===== src/rtl/lz77_stream_encoder.sv =====
// LZ77 stream encoder: fills a look-ahead window, scans the search buffer one offset per
// cycle, emits (offset, match_len, char_nxt) tokens and slides the matched characters into history.
module lz77_stream_encoder #(
    parameter int SEARCH_LEN    = 11,
    parameter int LOOKAHEAD_LEN = 5,
    parameter int CHAR_W        = 4,
    parameter int OFFSET_W      = $clog2(SEARCH_LEN),
    parameter int LEN_W         = $clog2(LOOKAHEAD_LEN)
) (
    input  logic                clk,
    input  logic                reset,
    input  logic                in_valid,
    output logic                in_ready,
    input  logic [7:0]          in_data,
    input  logic                in_last,
    output logic                out_valid,
    input  logic                out_ready,
    output logic [OFFSET_W-1:0] offset,
    output logic [LEN_W-1:0]    match_len,
    output logic [7:0]          char_nxt,
    output logic                encode,
    output logic                finish
);
    typedef enum logic [2:0] {IDLE, FILL, SEARCH, OUT, SHIFT, DONE} state_t;
    typedef logic [LEN_W:0]      la_cnt_t;
    typedef logic [OFFSET_W:0]   sb_cnt_t;
    typedef logic [OFFSET_W-1:0] off_t;

    state_t              state, state_nxt;
    logic [CHAR_W-1:0]   la_q [LOOKAHEAD_LEN];
    logic [CHAR_W-1:0]   sb_q [SEARCH_LEN];
    la_cnt_t             la_count, best_len, cand_len, fin_len, cap, shift_rem;
    sb_cnt_t             search_count;
    off_t                cand, best_off, fin_off;
    logic                last_seen, term_q, take, cand_better, fin_term, run;
    logic [CHAR_W-1:0]   ref_c, fin_chr;
    logic                unused_data;

    assign take        = in_valid && in_ready;
    assign in_ready    = (state == FILL) && !last_seen;
    assign out_valid   = (state == OUT);
    assign finish      = (state == DONE);
    assign encode      = 1'b1;
    assign unused_data = ^in_data;

    // Before the stream end is seen one look-ahead slot stays reserved for char_nxt.
    always_comb begin
        cap = la_cnt_t'(LOOKAHEAD_LEN - 1);
        if (last_seen) begin
            if (la_count < cap) cap = la_count;
        end else if (la_count == '0) begin
            cap = '0;
        end else if (la_count - la_cnt_t'(1) < cap) begin
            cap = la_count - la_cnt_t'(1);
        end
    end

    // Match length for the current candidate; the reference walks out of the search
    // buffer into the look-ahead itself, so runs may overlap the text being encoded.
    always_comb begin
        cand_len = '0;
        ref_c    = '0;
        run      = {1'b0, cand} < search_count;
        for (int j = 0; j < LOOKAHEAD_LEN - 1; j++) begin
            ref_c = '0;
            for (int k = 0; k < SEARCH_LEN; k++)
                if (j <= int'(cand) && int'(cand) - j == k) ref_c = sb_q[k];
            for (int k = 0; k < LOOKAHEAD_LEN; k++)
                if (j > int'(cand) && j - int'(cand) - 1 == k) ref_c = la_q[k];
            run = run && (la_cnt_t'(j) < cap) && (ref_c == la_q[j]);
            if (run) cand_len = cand_len + la_cnt_t'(1);
        end
    end

    assign cand_better = cand_len > best_len;
    assign fin_len     = cand_better ? cand_len : best_len;
    assign fin_off     = cand_better ? cand : best_off;
    assign fin_term    = last_seen && (fin_len == la_count);

    always_comb begin
        fin_chr = '0;
        for (int i = 0; i < LOOKAHEAD_LEN; i++)
            if (la_cnt_t'(i) == fin_len) fin_chr = la_q[i];
    end

    always_ff @(posedge clk or negedge reset) begin
        if (!reset) state <= IDLE;
        else        state <= state_nxt;
    end

    always_comb begin
        state_nxt = state;
        case (state)
            IDLE:   state_nxt = FILL;
            FILL:   if (take && (in_last || la_count == la_cnt_t'(LOOKAHEAD_LEN - 1)))
                        state_nxt = SEARCH;
            SEARCH: if (cand == '0) state_nxt = OUT;
            OUT:    if (out_ready) state_nxt = SHIFT;
            SHIFT:  if (shift_rem <= la_cnt_t'(1))
                        state_nxt = term_q ? DONE : (last_seen ? SEARCH : FILL);
            DONE:   state_nxt = IDLE;
            default: state_nxt = IDLE;
        endcase
    end

    always_ff @(posedge clk or negedge reset) begin
        if (!reset) begin
            for (int i = 0; i < LOOKAHEAD_LEN; i++) la_q[i] <= '0;
            for (int k = 0; k < SEARCH_LEN; k++)    sb_q[k] <= '0;
            la_count     <= '0;
            search_count <= '0;
            last_seen    <= 1'b0;
            cand         <= '0;
            best_len     <= '0;
            best_off     <= '0;
            term_q       <= 1'b0;
            shift_rem    <= '0;
            offset       <= '0;
            match_len    <= '0;
            char_nxt     <= 8'h00;
        end else begin
            case (state)
                FILL: if (take) begin
                    for (int i = 0; i < LOOKAHEAD_LEN; i++)
                        if (la_cnt_t'(i) == la_count) la_q[i] <= in_data[CHAR_W-1:0];
                    la_count <= la_count + la_cnt_t'(1);
                    if (in_last) last_seen <= 1'b1;
                end
                SEARCH: begin
                    best_len <= fin_len;
                    best_off <= fin_off;
                    cand     <= cand - off_t'(1);
                    if (cand == '0) begin
                        offset    <= fin_off;
                        match_len <= fin_len[LEN_W-1:0];
                        char_nxt  <= fin_term ? 8'h24 : 8'(fin_chr);
                        term_q    <= fin_term;
                    end
                end
                OUT: if (out_ready)
                    shift_rem <= term_q ? {1'b0, match_len} : {1'b0, match_len} + la_cnt_t'(1);
                SHIFT: if (shift_rem != '0) begin
                    sb_q[0] <= la_q[0];
                    for (int k = 1; k < SEARCH_LEN; k++) sb_q[k] <= sb_q[k-1];
                    for (int i = 0; i < LOOKAHEAD_LEN - 1; i++) la_q[i] <= la_q[i+1];
                    la_q[LOOKAHEAD_LEN-1] <= '0;
                    la_count  <= la_count - la_cnt_t'(1);
                    shift_rem <= shift_rem - la_cnt_t'(1);
                    if (search_count != sb_cnt_t'(SEARCH_LEN))
                        search_count <= search_count + sb_cnt_t'(1);
                end
                DONE: begin
                    for (int i = 0; i < LOOKAHEAD_LEN; i++) la_q[i] <= '0;
                    for (int k = 0; k < SEARCH_LEN; k++)    sb_q[k] <= '0;
                    la_count     <= '0;
                    search_count <= '0;
                    last_seen    <= 1'b0;
                    term_q       <= 1'b0;
                end
                default: ;
            endcase
            if (state_nxt == SEARCH && state != SEARCH) begin
                cand     <= off_t'(SEARCH_LEN - 1);
                best_len <= '0;
                best_off <= '0;
            end
        end
    end
endmodule


===== config.mk =====
export PLATFORM = sky130hd
export DESIGN_NAME = lz77_stream_encoder
export DESIGN_NICKNAME = d
export VERILOG_FILES = /design/src/rtl/lz77_stream_encoder.sv
export SDC_FILE = /design/constraint.sdc
export NUM_CORES = 1
export LEC_CHECK = 0
export CAP_MARGIN = 5
export CORE_MARGIN = 8
export CORE_UTILIZATION = 45
export DETAILED_ROUTE_END_ITERATION = 16
export GPL_TIMING_DRIVEN = 1
export SYNTH_ARGS = -nofsm -noshare
export SYNTH_HDL_FRONTEND = slang
export SYNTH_SLANG_ARGS = --single-unit

===== constraint.sdc =====
create_clock -name clk -period 8.6 [get_ports clk]
set_input_delay 0.86 -clock clk [delete_from_list [all_inputs] [get_ports clk]]
set_output_delay 0.86 -clock clk [all_outputs]
set_load 0.03 [all_outputs]

; ---- After elaboration in Yosys (flattened, before gate mapping)
; Cells that the tools add are included.
[op_classes]
n_addsub = 18
magnitude_cmp = 15
n_eq_ne = 85
mux = 113
n_reduce_logical = 93
[ops]
columns = cell, count
row1 = $mux W4, 89
row2 = $logic_not A32 Y1, 7
row3 = $pmux W44 S2, 1
row4 = $logic_and A1 B1 Y1, 61
row5 = $eq A5 B4 Y1 const B, 12
row6 = $pmux W20 S3, 1
row7 = $eq A5 B5 Y1 const B, 9
row8 = $mux W44, 1
row9 = $mux W20, 2
row10 = $eq A6 B3 Y1 const B, 6
row11 = $eq A5 B3 Y1 const B, 6
row12 = $eq A4 B4 Y1 const B, 7
row13 = $eq A4 B4 Y1, 5
row14 = $reduce_and A4 Y1, 5
row15 = $eq A6 B2 Y1 const B, 3
row16 = $eq A6 B4 Y1 const B, 3
row17 = $sub A5 B2 Y6 const B, 3
row18 = $add A4 B1 Y4 const B, 4
row19 = $eq A2 B4 Y1 const A, 4
row20 = $eq A5 B2 Y1 const B, 3
row21 = $mux W3, 5
row22 = $pmux W3 S5, 1
row23 = $eq A4 B3 Y1 const B, 3
row24 = $logic_not A4 Y1, 3
row25 = 43 further kinds, 80
[totals]
reg_bits = 109
out_inout_bits = 19
word_cells = 352

; ---- Depth between registers and ports, before layout
[logic_depth]
depth_word = 35
mapped_depth = 37

; ---- Worst setup path after synthesis
; No wires, ideal clock.
[synth_path]
kind = register to register
start = register cand[2]
end = register char_nxt[2]
arrival_ns = 7.174
required_ns = 8.471
slack_ns = 1.296
stages_incl_launch_ff = 36
path_buffers = 4
period_less_slack_ns = 7.304
path_cell_list = dfrtp_1 -> buf_2 -> clkbuf_1 -> inv_1 -> ha_1 -> ha_1 -> and3b_1 -> o21ai_1 -> or4_1 -> and2_1 -> o31ai_1 -> nor4bb_1 -> nor4_1 -> and2_1 -> ha_1 -> clkbuf_1 -> inv_1 -> xnor2_1 -> ha_1 -> nor2_1 -> o211ai_1 -> and2_1 -> ha_1 -> nor2b_1 -> o21ai_0 -> nand2b_1 -> a21oi_1 -> a41oi_1 -> nand2_1 -> nor4b_2 -> mux2i_2 -> and2_4 -> buf_6 -> a21oi_1 -> nor3_1 -> o41a_1
[synth_between]
elab_chain_len = 35
elab_cells_between_ends = 218
[synth_lines]
columns = element, line_no
row1 = start: declaration, 34  ; off_t cand, best_off, fin_off;
row2 = start signal: assignment, 132  ; cand <= cand - off_t'(1);
row3 = start signal: assignment, 163  ; cand <= off_t'(SEARCH_LEN - 1);
row4 = $sub A4 B1 Y5, 67  ; if (j <= int'(cand) && int'(cand) - j == k) ref_c = sb_q[k];
row5 = $logic_not A32 Y1, 67
row6 = $logic_and A1 B1 Y1, 67
row7 = $mux W4 (11 in a row), 67
row8 = $mux W4 (5 in a row), 69  ; if (j > int'(cand) && j - int'(cand) - 1 == k) ref_c = la_q[k];
row9 = $eq A4 B4 Y1, 70  ; run = run && (la_cnt_t'(j) < cap) && (ref_c == la_q[j]);
row10 = $logic_and A1 B1 Y1, 70
row11 = $mux W4 or $logic_and A1 B1 Y1 (tied branches), "71, 70"
row12 = $add A4 B1 Y4 or $logic_and A1 B1 Y1 (tied branches), "71, 70"
row13 = $mux W4 or $logic_and A1 B1 Y1 (tied branches), "71, 70"
row14 = $add A4 B1 Y4 or $logic_and A1 B1 Y1 (tied branches), "71, 70"
row15 = $mux W4, 71  ; if (run) cand_len = cand_len + la_cnt_t'(1);
row16 = $gt A4 B4 Y1, 75  ; assign cand_better = cand_len > best_len;
row17 = $mux W4, 76  ; assign fin_len = cand_better ? cand_len : best_len;
row18 = $logic_not A4 Y1, 83  ; if (la_cnt_t'(i) == fin_len) fin_chr = la_q[i];
row19 = $mux W4 (5 in a row), 83
row20 = $mux W6, 136  ; char_nxt <= fin_term ? 8'h24 : 8'(fin_chr);
row21 = end signal: assignment, 136
row22 = end: declaration, 20  ; output logic [7:0] char_nxt,
; Parallel ways exist; a longest one is shown, timed or not.
; A chain may end at the register's enable or synchronous reset.

; ---- Worst setup path after layout
[layout_path]
start = register cand[2]
end = register char_nxt[3]
; Same word-level chain as after synthesis.

==> results.cfg <==
[timing]
report.final.hold_viol_count = 0
tightest_slew_ns = 1.014
finalCritPeriodShare = 0.8960
skew_ns = 0.01618
setup_violations = 0
drv_slew = 0
setup_ws_ns = 0.8945
rsz0062_at_grt = false
slew_headroom = 0.3238
max_freq_ghz = 0.1298
tns_ns = 0
period_needed_ns = 7.705
holdWs_ns = 0.4585

[finish]
fillers = 2176
multiInputGateArea_um2 = 6586
num_antenna_cells = 0
post-route-util = 0.4961
nNetsFinal = 1323
seqCellArea_um2 = 2653
layout-drive-gt1-share = 0.08580
syn_to_final_growth_pct = 8.682

[cts]
cts_sinks = 106
postCtsSetupRepairBufs = 0
clk-insertion-delay-late_ns = 0.38
cts_htree_levels = 3
cts_root_buf = clkbuf_16
path_clk_slew_ns = 0.09
cts-buffers-inserted = 9
hold_buffers = 0
cts_tree = yes
cts_buffer_depth = 2
cts_resized = 0

[power_and_ir_drop]
p_leak_nw = 4.101
irDropWorstVdd_mv = 0.07840
powerDensity_nw_per_um2 = 89.71

[yosys]
syn_area_per_cell_um2 = 7.687
yosysSeqAreaShare = 0.2679
synth_edf_count = 0
synth_top_area_cell = dfrtp_1
synth_ff_type = dfrtp_1
netlist.area_leader.share = 0.2679
ys_types = 98
ys_seq_elements = 106
synth_top_cells_by_area = dfrtp_1, a21oi_1, nand2_1
synth.most_common_cell = nand2_1
synthTopCellsByCount = nand2_1, dfrtp_1, a21oi_1
syn_inst = 1288
ys.warnings.count = 0
netlist_area_um2 = 9901
synthArstFlopShare = 1.000

[detailed_routing]
met1Wirelength_mm = 17.47
ant_nets = 0
dr_wl_met3_mm = 4.000
drc = 0
wl_met2_mm = 16.50
maxUsedRoutingLayer = met4
firstDrtPassIters = 7
vias_per_cell = 6.880
drt_iter0_drc = 1521
wl_mm = 39.07
vias = 10750
wire_per_inst_um = 25.01

[critical_path]
arrival_ns = 7.97
cp_common_cell = ha_1
crit_required_ns = 8.86
cp_max_fo = 12
endpoint_kind = register
crit_slowest_cell = a2111oi_0
worstSetupPathType = register to register
critPathLaunchType = register
cp_slowest_stage_delay_ns = 0.47

[floorplan]
io_pins = 32
die_h_um = 164.3
initial_core_util = 0.4565
rows = 54
die_area_um2 = 27000
core_area_um2 = 21690
chipWidth_um = 164.3

[job]
cap_violations = 0

[grt]
grt_max_degree = 70
antenna_found_initial = 0
grt_util_all_layers = 0.2914
grt_overflow = 0
grt_pass1_wl_mm = 60.31
grt_pass1_vias = 9839

[placement]
portBuffers = 23
post-place-ws_ns = 0.8771
dpl.hpwl_mm = 28.55
gp_congestion = 1.009

[hold_path]
hold_path_class = primary input to async pin

[run_status]
status = complete, no violations
path summary, 6_finish.rpt:
kind,startpoint,endpoint,slack [ns],depth (start not counted)
setup / recovery,cand[2],char_nxt[3],0.89,32
max in group asynchronous,reset,cand[0],6.82,2
hold reg to reg,char_nxt[5],char_nxt[5],0.50,1
hold / removal,reset,sb_q[37],0.46,1
setup reg to reg,cand[2],char_nxt[3],0.89,32
min in group clk,char_nxt[5],char_nxt[5],0.50,1
sequential cells by signal, indices dropped and copies added (netlist names):
register / count
best_off: 4
la_count: 4
last_seen: 1
la_q: 20
shift_rem: 4
sb_q: 44
offset: 4
term_q: 1
match_len: 3
state: 3
char_nxt: 5
cand: 4
best_len: 4
search_count: 5
power by group:
group / leakage [nW] / total [mW] / internal [mW] / switching [mW]
Clock: 0.138 / 0.436 / 0.204 / 0.232
Combinational: 2.59 / 0.0315 / 0.00905 / 0.0224
Sequential: 1.37 / 0.498 / 0.498 / 0
Total: 4.10 / 0.965 / 0.711 / 0.254
critical path, delay by kind of cell (launching register included):
kind / cells / cell delay, ns
compound gates: 8 / 1.82
xor+xnor: 1 / 0.14
fa+ha+maj: 5 / 1.62
buf+inv: 4 / 0.73
flops: 1 / 0.38
mux: 1 / 0.35
simple gates: 13 / 2.55
cell families (layout without fill, tap and decap cells):
| logic type | Yosys count | count (layout) | synth area share |
|---|---|---|---|
| AO/OA/AOI/OAI | 475 | 475 | 0.3368 |
| AND/OR/NAND/NOR | 458 | 458 | 0.2353 |
| buffers and inverters | 166 | 157 | 0.06950 |
| flip-flops | 106 | 106 | 0.2679 |
| XOR/XNOR | 36 | 36 | 0.03488 |
| adder cells (fa/ha/maj) | 33 | 33 | 0.04170 |
| multiplexers | 12 | 12 | 0.01314 |
| other | 2 | 5 | 0.0007585 |
cell usage in the layout (no fill, tap or decap), drive strengths merged, types with 21 or more instances in the layout:
cell type and n:
a21oi 106, a22o 27, buf 57, clkdlybuf4s50 22, dfrtp 106, ha 33, inv 63, nand2 128
nand2b 24, nand3 39, nor2 96, nor2b 24, nor3 34, o211ai 21, o21ai 100, o22ai 22
xnor2 23
cell type report:
cell class	count	area share
clock inverter	6	0.005698
timing repair buffer	79	0.06023
inverter	62	0.02163
sequential	106	0.2465
clock buffer	10	0.02128
tap	280	0.03256
multi-input combinational	1019	0.6121
per-layer routing:
layer	track usage	vias up
li1	-	4820
met1	0.4294	5225
met2	0.4166	621
met3	0.05313	80
met4	0.09793	0
met5	0	-
per-stage QoR:
stage	power, mW	instances	area (um^2)
finish	0.9653	1562	10760
floorplan	0.5231	1291	9912
detailed placement	0.5400	1546	10470
global placement	0.5395	1546	10470
CTS	0.9724	1562	10760
global route	0.9938	1562	10760
Power figures use the tool's default switching activity.
